[src/rtl/stopwatch_pkg.sv]
// Shared types and constants for the MM:SS.CC stopwatch: control states, BCD time layout,
// segment encoding and the BCD increment used by the counter.
package stopwatch_pkg;

  typedef enum logic [1:0] {IDLE, RUN, SPLIT, STOPPED} state_e;

  localparam int NUM_DIGITS = 6;
  localparam int NUM_BTNS   = 3;
  localparam int BTN_START  = 0;
  localparam int BTN_STOP   = 1;
  localparam int BTN_SPLIT  = 2;

  // Digit order is cc_lo, cc_hi, ss_lo, ss_hi, mm_lo, mm_hi (index 0 first).
  typedef logic [NUM_DIGITS-1:0][3:0] bcdTime_t;

  localparam bcdTime_t DIGIT_MAX = {4'd5, 4'd9, 4'd5, 4'd9, 4'd9, 4'd9};
  localparam logic [NUM_DIGITS-1:0] DP_MASK = 6'b010100;

  // Active-low segments, bit order g..a; codes 10-15 render blank.
  localparam logic [6:0] SEG_BLANK = 7'h7F;
  localparam logic [15:0][6:0] SEG_TABLE = {
    {6{SEG_BLANK}},
    7'h10, 7'h00, 7'h78, 7'h02, 7'h12,
    7'h19, 7'h30, 7'h24, 7'h79, 7'h40
  };

  function automatic bcdTime_t bcdIncrement(input bcdTime_t t);
    bcdTime_t r;
    logic     carry;
    r     = t;
    carry = 1'b1;
    for (int i = 0; i < NUM_DIGITS; i++) begin
      if (carry) begin
        if (t[i] == DIGIT_MAX[i]) begin
          r[i] = 4'd0;
        end else begin
          r[i]  = t[i] + 4'd1;
          carry = 1'b0;
        end
      end
    end
    return r;
  endfunction

endpackage

[src/rtl/stopwatch_seg7_mux.sv]
// Six-digit multiplexed 7-segment driver: scans digits 0..5, digits 6 and 7 stay dark.
// Anodes and cathodes are registered so the pins never glitch.
module seg7_mux
  import stopwatch_pkg::*;
#(
  parameter int REFRESH_DIV = 100_000
) (
  input  logic                  clk_i,
  input  logic                  rst_ni,
  input  bcdTime_t              digits_i,
  input  logic [NUM_DIGITS-1:0] dpMask_i,
  output logic [7:0]            an_o,
  output logic [7:0]            decCat_o
);

  localparam int RW = (REFRESH_DIV > 1) ? $clog2(REFRESH_DIV) : 1;
  localparam logic [RW-1:0] REF_LAST = RW'(REFRESH_DIV - 1);

  logic [RW-1:0] refCnt_q, refCnt_d;
  logic [2:0]    scanIdx_q, scanIdx_d;
  logic [7:0]    an_q, an_d;
  logic [7:0]    cat_q, cat_d;

  always_comb begin
    refCnt_d  = refCnt_q + RW'(1);
    scanIdx_d = scanIdx_q;
    if (refCnt_q == REF_LAST) begin
      refCnt_d  = '0;
      scanIdx_d = (scanIdx_q == 3'(NUM_DIGITS - 1)) ? 3'd0 : scanIdx_q + 3'd1;
    end
    an_d  = ~(8'h01 << scanIdx_q);
    cat_d = {~dpMask_i[scanIdx_q], SEG_TABLE[digits_i[scanIdx_q]]};
  end

  always_ff @(posedge clk_i or negedge rst_ni) begin
    if (!rst_ni) begin
      refCnt_q  <= '0;
      scanIdx_q <= '0;
      an_q      <= 8'hFF;
      cat_q     <= 8'hFF;
    end else begin
      refCnt_q  <= refCnt_d;
      scanIdx_q <= scanIdx_d;
      an_q      <= an_d;
      cat_q     <= cat_d;
    end
  end

  assign an_o     = an_q;
  assign decCat_o = cat_q;

endmodule

[src/rtl/stopwatch_top.sv]
// Board-level stopwatch: button synchronisers and edge detect, control FSM,
// centisecond prescaler and BCD MM:SS.CC counter feeding the display scanner.
module stopwatch_top
  import stopwatch_pkg::*;
#(
  parameter int CLK_DIV     = 1_000_000,
  parameter int REFRESH_DIV = 100_000
) (
  input  logic       clk,
  input  logic       rst,
  input  logic       start,
  input  logic       stop,
  input  logic       split,
  output logic [7:0] an,
  output logic [7:0] dec_cat,
  output logic       running
);

  localparam int PW = (CLK_DIV > 1) ? $clog2(CLK_DIV) : 1;
  localparam logic [PW-1:0] PRESC_LAST = PW'(CLK_DIV - 1);

  logic [NUM_BTNS-1:0]      btnLevel;
  logic [NUM_BTNS-1:0][2:0] btnSh_q;
  logic [NUM_BTNS-1:0]      btnEvt_q;
  logic                     stopEvt, startEvt, splitEvt;

  state_e        state_q, state_d;
  logic          running_q;
  logic          counting;
  logic [PW-1:0] presc_q, presc_d;
  bcdTime_t      count_q, count_d;
  bcdTime_t      frozen_q, frozen_d;
  bcdTime_t      shownTime;

  assign btnLevel = {split, stop, start};

  // Two flops resynchronise, the third holds the previous level for rising-edge detect.
  always_ff @(posedge clk or negedge rst) begin
    if (!rst) begin
      btnSh_q  <= '0;
      btnEvt_q <= '0;
    end else begin
      for (int b = 0; b < NUM_BTNS; b++) begin
        btnSh_q[b]  <= {btnSh_q[b][1:0], btnLevel[b]};
        btnEvt_q[b] <= btnSh_q[b][1] & ~btnSh_q[b][2];
      end
    end
  end

  assign stopEvt  = btnEvt_q[BTN_STOP];
  assign startEvt = btnEvt_q[BTN_START] & ~stopEvt;
  assign splitEvt = btnEvt_q[BTN_SPLIT] & ~btnEvt_q[BTN_START] & ~stopEvt;

  always_comb begin
    state_d = state_q;
    case (state_q)
      IDLE:    if (startEvt) state_d = RUN;
      RUN:     if (stopEvt) state_d = STOPPED;
               else if (splitEvt) state_d = SPLIT;
      SPLIT:   if (stopEvt) state_d = STOPPED;
               else if (splitEvt) state_d = RUN;
      STOPPED: if (stopEvt) state_d = IDLE;
               else if (startEvt) state_d = RUN;
      default: state_d = IDLE;
    endcase
  end

  assign counting = (state_q == RUN) || (state_q == SPLIT);

  always_comb begin
    presc_d  = presc_q;
    count_d  = count_q;
    frozen_d = frozen_q;
    if (counting) begin
      if (presc_q == PRESC_LAST) begin
        presc_d = '0;
        count_d = bcdIncrement(count_q);
      end else begin
        presc_d = presc_q + PW'(1);
      end
    end
    if ((state_q == RUN) && splitEvt) frozen_d = count_q;
    // A second stop wipes both the time and the partial centisecond.
    if ((state_q == STOPPED) && stopEvt) begin
      count_d = '0;
      presc_d = '0;
    end
  end

  always_ff @(posedge clk or negedge rst) begin
    if (!rst) begin
      state_q   <= IDLE;
      running_q <= 1'b0;
      presc_q   <= '0;
      count_q   <= '0;
      frozen_q  <= '0;
    end else begin
      state_q   <= state_d;
      running_q <= (state_d == RUN) || (state_d == SPLIT);
      presc_q   <= presc_d;
      count_q   <= count_d;
      frozen_q  <= frozen_d;
    end
  end

  assign shownTime = (state_q == SPLIT) ? frozen_q : count_q;
  assign running   = running_q;

  seg7_mux #(
    .REFRESH_DIV(REFRESH_DIV)
  ) u_seg7_mux (
    .clk_i   (clk),
    .rst_ni  (rst),
    .digits_i(shownTime),
    .dpMask_i(DP_MASK),
    .an_o    (an),
    .decCat_o(dec_cat)
  );

endmodule

[config.mk]
export PLATFORM = sky130hd
export DESIGN_NAME = stopwatch_top
export DESIGN_NICKNAME = d
export VERILOG_FILES = /design/src/rtl/stopwatch_pkg.sv /design/src/rtl/stopwatch_seg7_mux.sv /design/src/rtl/stopwatch_top.sv
export SDC_FILE = /design/constraint.sdc
export NUM_CORES = 1
export LEC_CHECK = 0
export ABC_AREA = 1
export BUFFER_PORTS_ARGS = -buffer_cell sky130_fd_sc_hd__buf_2
export CORE_ASPECT_RATIO = 2
export CORE_UTILIZATION = 57
export CTS_CLUSTER_SIZE = 20
export DETAILED_ROUTE_END_ITERATION = 12
export PLACE_DENSITY = 0.74
export SLEW_MARGIN = 25
export SYNTH_ARGS = -nofsm -noshare
export SYNTH_HDL_FRONTEND = slang
export SYNTH_SLANG_ARGS = --single-unit
[constraint.sdc]
create_clock -name clk -period 4.8 [get_ports clk]
set_input_delay 0 -clock clk [delete_from_list [all_inputs] [get_ports clk]]
set_output_delay 0 -clock clk [all_outputs]
set_load 0.01 [all_outputs]
Word-level counts from Yosys, hierarchy flattened:

Memory sizes are Yosys's and may differ from the RTL's. A register that Yosys moved wholly into a read port is not among the register bits.
Cells that the tools add are included.
Widths: inputs -> output; s select.

* output and inout port bits: 17
* logic and storage cells: 133
* bits in read-only memories: 120
* input bits: 5
* flip-flop bits (word level): 119
* memories kept: 2

Memory list
* (no name shown): words 16, width 7, rd ports 1, clocked after memory_dff 1, wr ports 0, RTL line stopwatch_seg7_mux.sv:32 `cat_d = {~dpMask_i[scanIdx_q], SEG_TABLE[digits_i[scanIdx_q]]};`
* (no name shown): words 8, width 1, rd ports 1, clocked after memory_dff 0, wr ports 0, RTL line stopwatch_seg7_mux.sv:32

* $add $sub $neg: 9
* $lt $le $gt $ge: 2
* equal/unequal tests: 14
* mux-type cells: 50
* reduce and logical (&&, ||, !) cells: 19
* bitwise logic cells: 13
* shifts and indexed selects: 1

Operators with widths (count)
* $mux 24: 4
* $mux 20: 3
* $mux 4: 12
* $add 4x1->4 const B: 6
* $add 20x1->20 const B: 1
* $eq 20x20->1 const B: 1
* $mux 1: 20
* $add 17x1->17 const B: 1
* $eq 17x17->1 const B: 1
* $mux 17: 1
* $eq 4x4->1 const B: 4
* $reduce_and 3->1: 5
* $reduce_bool 2->1: 7
* $bmux 4 s3: 1
* $mux 2: 6
* $eq 4x3->1 const B: 2
* $not 8->8: 1
* $pmux 2 s4: 1
* $shl 1x3->8 const A: 1
* $mux 7: 1
* $and 1x1->1: 6
* $eq 2x2->1 const B: 3
* $not 1->1: 6
* $lt 4x5->1 const B: 1
* 10 further kinds: 13

Depth between registers and ports, before layout:

Gate-level depths: netlist (run 1).

* depth after elaboration: 20
* gate-level depth with buffers: 14
* mapped depth without buffers: 13

Hierarchy:

Synthesis (run 1) repeated with hierarchy kept, for this count alone.

* cells, all modules: 833
* area total of the unflattened synthesis: 6545.0 sq um

By module, submodules not included
* stopwatch_top: area each 4494.3 sq um, sequential area each 2077.0 sq um, instances 1, cells an instance 580
* seg7_mux: area each 2050.7 sq um, sequential area each 920.9 sq um, instances 1, cells an instance 253

Least setup slack after synthesis (run 1):

No wires, ideal clock.

* path type: reg2reg
* start point: register state_q[0]
* end point: register u_seg7_mux.cat_q[5], in the netlist u_seg7_mux.decCat_o[5]
* slack: 2.906 ns
* cell stages (with the launch flop): 14
* clock period less this slack: 1.894 ns
* buffers on the path: 1
* setup time: 0.072 ns
* required time: 4.728 ns
* data arrival time: 1.821 ns
* cell sequence: dfrtp_1 inv_1 ha_1 inv_2 buf_2 o211ai_1 nand2_1 nor2_1 nor2_2 ha_1 nor2_1 nand2_1 nand2_1 inv_1

* longest elaborated chain between the ends: 4

Ends and longest elaborated chain
* start: declaration: RTL line stopwatch_top.sv:27 `state_e state_q, state_d;`
* start signal: assignment: RTL line stopwatch_top.sv:98 `state_q <= state_d;`
* $eq 2x2->1: RTL line stopwatch_top.sv:106 `assign shownTime = (state_q == SPLIT) ? frozen_q : count_q;`
* $mux 24: RTL line stopwatch_top.sv:106
* $bmux 4 s3: RTL line stopwatch_seg7_mux.sv:32
* $mux 4 (implied by the code): RTL line stopwatch_seg7_mux.sv:32
* end: declaration: RTL line stopwatch_seg7_mux.sv:22 `logic [7:0] cat_q, cat_d;`

Every way passes these cells. The select of a mux whose other input is x is not followed.
A chain may end at the register's enable or synchronous reset.

Worst setup path after layout (run 1):

* start point: register state_q[0]
* end point: register u_seg7_mux.cat_q[6], in the netlist u_seg7_mux.decCat_o[6]

Same word-level chain as after synthesis.

==> impl.org, run 1 <==
** Place
- HPWL after detailed placement :: 9580 µm
- In this run the cell area measured after placement is about 6400 µm².
- Routability-driven placement finished with a final weighted congestion of around 0.85.
- Count of port buffers added during placement :: 21
- Before CTS, the worst setup slack after placement is roughly 2.1 ns.

** Timing
- Setup repair after global routing left no endpoint under its margin.
- Slew at the pin closest to its max-slew limit :: 0.817 ns
- In this run the tightest slew margin relative to its limit is between 40% and 50%.
- After layout, the worst setup slack is around 2 ns.
- After layout, the worst path uses between 50% and 60% of the clock period.
- Setup violations remaining at the end of the flow were counted as 0.
- Timing would allow up to around 360 MHz.
- Setup TNS after final layout :: 0 ns
- The final number of hold-violating endpoints came to 0.
- Across the routed clock network, the largest skew measured is between 0.006 and 0.007 ns.
- Across all hold checks on the routed design, the worst slack comes to between 0.2 and 0.25 ns.
- The clock period could shrink to 2.81 ns.
- The count of pins over their slew limit came to 0.

** Critical path
- The signal on the critical path passes through inv_1 -> ha_1 -> inv_2 -> nand2_1 -> nand3_1 -> nand3_1 -> inv_1 -> nor2_1 -> ha_1 -> nand2_1 -> nand2_1 -> nand2_1 -> nand2_1.
- Length in cells of the worst reg-to-reg path :: 13
- Critical Path Sink Type :: flip-flop
- Max incr delay on CP :: ~0.7 ns
- The worst register-to-register path ends at u_seg7_mux.decCat_o[6].
- STA classifies the critical path startpoint as a flip-flop.
- By instance count, the cell type seen most on the critical path is sky130_fd_sc_hd__nand2_1.
- Along the worst path, the maximum fanout reaches 24.
- Critical path type :: flip-flop to flip-flop
- FF-to-FF setup slack :: roughly 2.0 ns
- Crit path buffers/inverters :: 3
- In this design, the largest share of critical-path delay is due to adder cells.
- Cell with the biggest individual delay on the critical path :: sky130_fd_sc_hd__ha_1
- The worst register-to-register path begins at state_q[0].
- Data arrival time of the critical path :: between 3 and 4 ns
- Data on the critical path is required at its endpoint by ~5.2 ns.

** Global route
- For this run, the total global-route usage over all layers was measured as a little over a quarter.
- The first global-routing pass estimated between 20,000 and 25,000 µm of wire.
- Number of global-route vias before repair :: between 5,000 and 6,000
- Final global-route overflow total :: 0
- The number of antenna violations at the first check in global routing was 0.
- Pin count of the biggest net entering global routing :: 63

** Logic synthesis
- Net count of the mapped netlist :: about 800
- Library cell occupying the most area in the post-synthesis netlist :: sky130_fd_sc_hd__dfrtp_1
- By area the synthesized netlist is led by sky130_fd_sc_hd__dfrtp_1 41%, sky130_fd_sc_hd__nand2_1 12%, sky130_fd_sc_hd__dfstp_2 6.8%, sky130_fd_sc_hd__inv_1 6.3%, sky130_fd_sc_hd__o21ai_0 5.5%.
- For this run, the leading register cell type out of synthesis is sky130_fd_sc_hd__dfrtp_1.
- Sequential elements use 48.2% of the synthesized area.
- Counting every instance in the synthesized netlist gives between 700 and 800.
- During synthesis, Yosys emitted a total of 0 warnings.
- Number of synthesized flops with an enable pin :: 0
- Share of synthesized registers carrying an async set or reset :: 100%
- Post-Syn Area per Cell :: roughly 8 µm²
- Count of unique library cells instantiated by Yosys :: 37
- The synthesized netlist occupies a cell area of a little over 6000 µm².
- Share of Yosys cell area claimed by the top area cell type :: between 40 and 50%
- #FFs+latches synth :: approximately 120

** Floorplan
- Full die area :: 11,400 µm²
- Measured along the y axis, the die boundary spans 150 µm.
- Measured along the x axis, the die boundary spans ~76 µm.
- After floorplanning, the core was sized to cover between 10,000 and 15,000 µm².
- During I/O placement, the number of pins put on the boundary was 22.
- Core Rows :: 53
- Initial core utilization :: around three fifths

** Detailed routing
- In this run the remaining antenna-violating nets after routing total 0.
- Initial DRC Count :: approximately 280
- Remaining design rule violation count :: 0
- Vias per Instance :: roughly 5.4
- Dividing the detail-routed wire length by the instance count gives roughly 15 µm.
- The pre-antenna-repair detailed-routing pass consisted of 5 iterations.
- Via count :: 5,201
- The routed design has 13,900 µm of wire.

** Min path
- In this run the worst hold path is classified as primary input to async pin.

** Power
- The analysis attributes to net switching a power of between 900 and 1000 µW.
- Leakage power :: 0.00344 µW
- Internal power comes to between 2000 and 2500 µW.
- IR analysis of the VDD net gives a maximum drop of about 0.31 mV.
- Seq pwr share :: 36.4%
- Power spread over the standard cell area amounts to 446 nW/µm².
- Of the total power, combinational logic draws a little under a fifth.
- Portion of total power attributed to the clock network :: ~45%
- Sw Share :: between 20 and 30%
- The design draws 3190 µW.

** Clocking
- The clock net in this run drives a total of approximately 120 sinks.
- Clock-pin slew on the worst setup and hold paths :: around 0.050 ns
- The clock tree synthesis step divided the H-tree into 4 levels.
- Number of post-CTS setup repair buffers :: 0
- The later pin in the worst-skew pair is clocked with a latency of between 0.4 and 0.5 ns.
- Clock buffers created by TritonCTS :: 17
- TritonCTS clock tree :: done
- After clock tree synthesis, the flow added hold-fix buffers numbering 4.
- No sink is reached through more buffers than the 2 on the longest clock path.
- Root buffer selected by CTS :: sky130_fd_sc_hd__clkbuf_16
- The number of gates resized after CTS was 0.

** Layout
- Antenna diode count :: 0
- After routing the design area is approximately 7000 µm².
- Number of nets at the end of the flow :: between 800 and 900
- Layout-stage area growth over the synthesis result :: 14.9%
- Share of cells above drive strength 1 :: between 10% and 20%
- After filler insertion, the fill cell instance count of the layout stands at 870.

** Flow run
- Across the run, the number of max-cap violations was 0.

** Outcome
- The flow ran to the end, and the final reports show no timing, DRC or antenna violations.
-- how the worst max path moves through the flow --
| stage | start | end | slack [ns] | cells past startpoint |
|---|---|---|---|---|
| 6_report | state_q[0] | u_seg7_mux.decCat_o[6] | 1.99 | 13 |
| 5_1_grt | state_q[0] | u_seg7_mux.decCat_o[6] | 1.67 | 13 |
| 4_1_cts | state_q[0] | u_seg7_mux.decCat_o[6] | 2.01 | 13 |
| 3_5_place_dp | state_q[0] | u_seg7_mux.decCat_o[4] | 2.09 | 12 |
| 3_3_place_gp | state_q[0] | u_seg7_mux.decCat_o[5] | 2.19 | 12 |
| 2_1_floorplan | state_q[0] | u_seg7_mux.decCat_o[5] | 2.91 | 13 |
-- flip-flops by register name, indices dropped and copies added, names as in the netlist --
name                  cells
count_q                  24
frozen_q                 24
presc_q                  20
u_seg7_mux.refCnt_q      17
btnSh_q                   9
u_seg7_mux.an_o           8
u_seg7_mux.decCat_o       8
btnEvt_q                  3
u_seg7_mux.scanIdx_q      3
state_q                   2
running                   1
-- power by group through the flow --
stage	clock (µW)	sequential (µW)	combinational [µW]
global placement	0	1170	558
global route	1490	1170	677
detailed placement	0	1170	583
CTS	1450	1160	599
floorplan	0	1180	412
finish	1430	1160	595
-- kinds of logic after synthesis --
kind of cell               after synthesis  share of synthesized area, %
adders and majority gates               24                          4.83
and+or+nand+nor                        378                          26.6
xor gates and xnor gates                24                          3.38
AOI/OAI and AO/OA                       99                          8.52
DFF                                    119                          48.2
muxes                                    3                         0.523
buffers and inverters                  125                          7.89
-- cells in the mapped netlist, types with 3 or more instances --
master,number
sky130_fd_sc_hd__nand3_1,61
sky130_fd_sc_hd__dfrtp_1,103
sky130_fd_sc_hd__nor2_2,3
sky130_fd_sc_hd__dfstp_2,16
sky130_fd_sc_hd__a31oi_1,3
sky130_fd_sc_hd__nand3_2,6
sky130_fd_sc_hd__inv_2,5
sky130_fd_sc_hd__nand2_1,203
sky130_fd_sc_hd__xor2_1,22
sky130_fd_sc_hd__buf_4,4
sky130_fd_sc_hd__buf_2,5
sky130_fd_sc_hd__nor2_1,65
sky130_fd_sc_hd__o21ai_1,7
sky130_fd_sc_hd__nor4_1,3
sky130_fd_sc_hd__clkbuf_1,4
sky130_fd_sc_hd__ha_1,24
sky130_fd_sc_hd__nand4_1,12
sky130_fd_sc_hd__or2_2,4
sky130_fd_sc_hd__inv_1,105
sky130_fd_sc_hd__nor3_1,12
sky130_fd_sc_hd__nor2_4,3
sky130_fd_sc_hd__a21oi_1,10
sky130_fd_sc_hd__o21ai_0,68
sky130_fd_sc_hd__o211ai_1,5
-- stage by stage --
step | std cells | utilization, %
after floorplan | 772 | -
after detailed placement | 919 | 61.1
after global placement | 919 | 61.1
after CTS | 955 | 67.7
after global routing | 955 | 67.7
final | 955 | 67.7
-- placed cells by master (no fill, tap or decap), types with 3 or more instances in the layout --
cell,instances
sky130_fd_sc_hd__clkinv_2,3
sky130_fd_sc_hd__o211ai_1,5
sky130_fd_sc_hd__dfstp_2,16
sky130_fd_sc_hd__buf_2,20
sky130_fd_sc_hd__o21ai_0,68
sky130_fd_sc_hd__or2_2,4
sky130_fd_sc_hd__o21ai_1,7
sky130_fd_sc_hd__nor2_2,3
sky130_fd_sc_hd__nor2_4,3
sky130_fd_sc_hd__ha_1,24
sky130_fd_sc_hd__nand2_1,203
sky130_fd_sc_hd__a31oi_1,3
sky130_fd_sc_hd__clkbuf_1,4
sky130_fd_sc_hd__xor2_1,22
sky130_fd_sc_hd__inv_2,5
sky130_fd_sc_hd__nand3_1,61
sky130_fd_sc_hd__dlygate4sd3_1,4
sky130_fd_sc_hd__a21oi_1,10
sky130_fd_sc_hd__clkbuf_16,17
sky130_fd_sc_hd__nor4_1,3
sky130_fd_sc_hd__dfrtp_1,103
sky130_fd_sc_hd__nor3_1,12
sky130_fd_sc_hd__nor2_1,65
sky130_fd_sc_hd__nand4_1,12
sky130_fd_sc_hd__buf_4,3
sky130_fd_sc_hd__inv_1,105
sky130_fd_sc_hd__nand3_2,6
sky130_fd_sc_hd__bufinv_16,6
-- area by class of cell --
class	count	area, µm²	area share (%)
sequential	119	3000	42.0
clock buffer	23	468	6.55
inverter	112	420	5.89
timing repair buffer	27	163	2.28
clock inverter	9	195	2.73
multi-input combinational	528	2730	38.2
tap	137	171	2.40
-- layer usage --
layer	vias to the layer above	GRT usage [%]	part of all wire, %
met4	0	17.4	4.0
li1	2536	-	-
met2	127	49.2	56
met3	44	6.33	3.1
met1	2494	26.3	37
met5	-	0	0
No activity file was read; power rests on OpenSTA's default activity.
==> inputs of run 2 (changes only) <==
==> constraint.sdc (replaced) <==
create_clock -name clk -period 2.6 [get_ports clk]
set_input_delay 0 -clock clk [delete_from_list [all_inputs] [get_ports clk]]
set_output_delay 0 -clock clk [all_outputs]
set_load 0.01 [all_outputs]
==> run 2 against run 1 <==
Via count down 2.0%. Worst hold slack better by 0.0059 ns. Clock skew up 0.00052 ns. Design area about the same. Sequential power up 84%.
==> impl.org, run 2 (same netlist as run 1, synthesis figures left out) <==
** Place
- The number of I/O port buffers was 21 (unchanged).
- Placer Congestion :: 0.857 (+0.72%)
- Cell Count Post-Placement :: 924 (+0.54%)
- HPWL after detailed placement :: 9610 µm (+0.31%)

** Clocking
- Clock sinks :: 119 (unchanged)
- TritonCTS built the clock tree.
- Clock-pin slew on the worst setup and hold paths :: 0.06 ns (about the same)
- Root buffer selected by CTS :: sky130_fd_sc_hd__clkbuf_16
- The maximum root-to-sink buffer count came to 2 (unchanged).
- The number of H-tree branching levels was 4 (unchanged).
- The clock latency of the later-clocked register in the worst-skew pair was 0.42 ns (about the same).
- The number of post-CTS setup repair buffers came to 0 (unchanged).
- The number of buffers added by the clock tree synthesis step came to 17 (unchanged).
- The count of instances resized after the clock tree is built came to 0 (unchanged).

** Floorplan
- Vertical die dimension :: 150 µm (unchanged)
- The die outline area is 11,400 µm² (unchanged).
- The number of cell rows was 53 (unchanged).
- The starting utilization of the core area was 58.9% (unchanged).
- Area of the placeable core :: 10,500 µm² (unchanged)
- The die span in x came to 75.8 µm (unchanged).
- Top-Level Pins :: 22 (unchanged)

** Detailed routing
- Final ANT Viol Nets :: 0 (unchanged)
- The detailed-route via count is 5,096 (-2.0%).
- Vias per Instance :: 5.31 (-2.5%)
- Initial DRC Count :: 289 (+5.1%)
- WL per Instance :: 13.8 µm (-5.0%)
- 1st-pass router iterations :: 5 (unchanged)
- The final wirelength is 13,300 µm (-4.5%).
- The remaining design rule violation count came to 0 (unchanged).

** Timing
- The final-report setup violation count is 0 (unchanged).
- The fmax is 442 MHz (+24%).
- Share of the clock period used by the worst path :: 86.9% (+28 points)
- Slew at the pin closest to its max-slew limit :: 0.796 ns (-0.0211 ns)
- Setup repair after global routing missed its margin :: no
- The final setup skew came to 0.00681 ns (+0.000523 ns).
- Worst Hold Margin :: 0.215 ns (+0.00592 ns)
- Normalized max-slew margin :: 46.9% (+1.4 points)
- The final number of hold-violating endpoints was 0 (unchanged).
- The setup total negative slack is 0 ns (unchanged).
- Slew Limit Fails :: 0 (unchanged)
- The shortest period the worst path allows came to 2.26 ns (-0.554 ns).

** Layout
- Share of cells above drive strength 1 :: 12.6% (+1.0 points)
- The filler cell count in the final layout was 852 (-2.1%).
- The largest registers in the layout are count_q x24, frozen_q x24, presc_q x20.
- Number of nets at the end of the flow :: 839 (+0.60%)
- The number of diodes added for antenna fixing came to 0 (unchanged).
- Layout-stage area growth over the synthesis result :: 15.0% (about the same)
- The number of standard cells in the layout, taps in and fillers out was 960 (+0.52%).
- Post-route core utilization :: 67.8% (about the same)
- The library cells used most frequently in the layout, excluding fill and tap cells, are 203 x sky130_fd_sc_hd__nand2_1, 105 x sky130_fd_sc_hd__inv_1, 103 x sky130_fd_sc_hd__dfrtp_1.
- Most common cell after layout, fill and taps aside :: sky130_fd_sc_hd__nand2_1

** Global route
- The largest net degree at the start of global routing is 67 (+6.3%).
- Global-route wire length before repair :: 22,200 µm (-4.5%)
- The number of global-route vias before repair was 5,011 (-6.0%).
- Number of antenna violations at the first check in global routing :: 0 (unchanged)
- Final global-route overflow total :: 0 (unchanged)
- Global Route Usage Sum :: 26.0% (-1.3 points)

** Power
- Portion of total power attributed to the clock network :: 43.4% (-1.6 points)
- The areal power density over the cells came to 797 nW/µm² (+79%).
- Max IR drop VDD :: 0.564 mV (+79%)
- The leakage component of the power is 0.00345 µW (+0.21%).
- The total net switching power is 1660 µW (+84%).
- The proportion of power drawn by combinational gates came to 19.2% (+0.5 points).
- Cell-internal power :: 4030 µW (+77%)
- Seq pwr share :: 37.4% (+1.0 points)
- The fraction of power spent switching nets is 29.2% (+0.81 points).

** Min path
- The min-delay analysis places its worst path in the category primary input to async pin.

** Critical path
- Startpoint types :: flip-flop
- Critical Path Sink Type :: flip-flop
- Worst endpoint required time :: 2.95 ns (-2.21 ns)
- The worst setup path is of the flip-flop to flip-flop kind.
- Most frequent cell on the critical path :: sky130_fd_sc_hd__nand2_1
- Maximum net fanout on the critical path :: 23 (-4.2%)
- Cell-by-cell trace of the critical path :: inv_1 -> ha_1 -> inv_2 -> nand2_1 -> o211ai_1 -> nand3_1 -> o21ai_1 -> ha_1 -> nand2_1 -> nand3_1 -> nand2_1
- The stage delay of the slowest cell on the critical path came to 0.39 ns (-0.32 ns).
- The cell count of the worst reg-to-reg path was 11 (-2).
- Data arrival time of the critical path :: 2.61 ns (-0.56 ns)
- The slowest stage of the critical path belongs to the cell sky130_fd_sc_hd__dfrtp_1.

** Flow run
- The max-capacitance violation count is 0 (unchanged).

** Outcome
- The flow ran to the end, and the final reports show no timing, DRC or antenna violations.
run 2: cell count changes in the layout (fill, tap and decap cells not counted), sizes merged:
cell      change
buf           +5
clkinv        +4
clkinvlp      +2
clkbuf        -4
bufinv        -2
run 2: metrics by stage:
| stage | power [µW] | area [µm²] | setup WS (ns) |
|---|---|---|---|
| after floorplan | 2940 | 6210 | 0.706 |
| after global placement | 3210 | 6480 | 0.546 |
| after detailed placement | 3250 | 6480 | 0.405 |
| after CTS | 5730 | 7150 | 0.371 |
| after global routing | 5990 | 7150 | 0.107 |
| final | 5700 | 7150 | 0.340 |
run 2: power by group through the flow:
stage / registers (µW) / logic [µW] / clock network [µW]
3_3_place_gp: 2160 / 1050 / 0
4_1_cts: 2130 / 1100 / 2500
3_5_place_dp: 2160 / 1090 / 0
5_1_grt: 2150 / 1260 / 2580
2_1_floorplan: 2180 / 760 / 0
6_report: 2130 / 1090 / 2470
run 2: critical path, delay by kind of cell, from the launching register on:
kind / cells / cell delay, ns
DFF: 1 / 0.39
AOI/OAI and AO/OA: 2 / 0.36
adders and majority gates: 2 / 0.52
and+or+nand+nor: 5 / 0.49
buffers and inverters: 2 / 0.42
run 2: final timing paths:
path	startpoint	end	slack (ns)
setup / recovery	state_q[0]	u_seg7_mux.decCat_o[4]	0.34
hold / removal	rst	u_seg7_mux.refCnt_q[8]	0.21
setup reg to reg	state_q[0]	u_seg7_mux.decCat_o[4]	0.34
hold reg to reg	btnSh_q[3]	btnSh_q[4]	0.35
max in group asynchronous	rst	u_seg7_mux.decCat_o[0]	1.55
min in group clk	split	btnSh_q[6]	0.22
run 2: per-layer routing:
metal	vias up	track usage, %	share of wire, %
met5	-	0	0
met4	0	13.2	3.4
met3	40	5.25	2.8
met2	111	47.5	56
met1	2406	26.5	38
li1	2539	-	-
run 2: final cells by class:
cell class                 count  area (µm²)  share of cell area, %
clock inverter                13         178                   2.49
multi-input combinational    528        2730                   38.1
clock buffer                  19         453                   6.34
sequential                   119        3000                   41.9
timing repair buffer          32         200                   2.80
tap                          137         171                   2.40
inverter                     112         420                   5.88
run 2: what timing repair did:
| item | in CTS | in global routing |
|---|---|---|
| hold buffers | 4 | 0 |
| endpoints found under the hold margin | 56 | 0 |
| endpoints found under the setup margin | 0 | 0 |
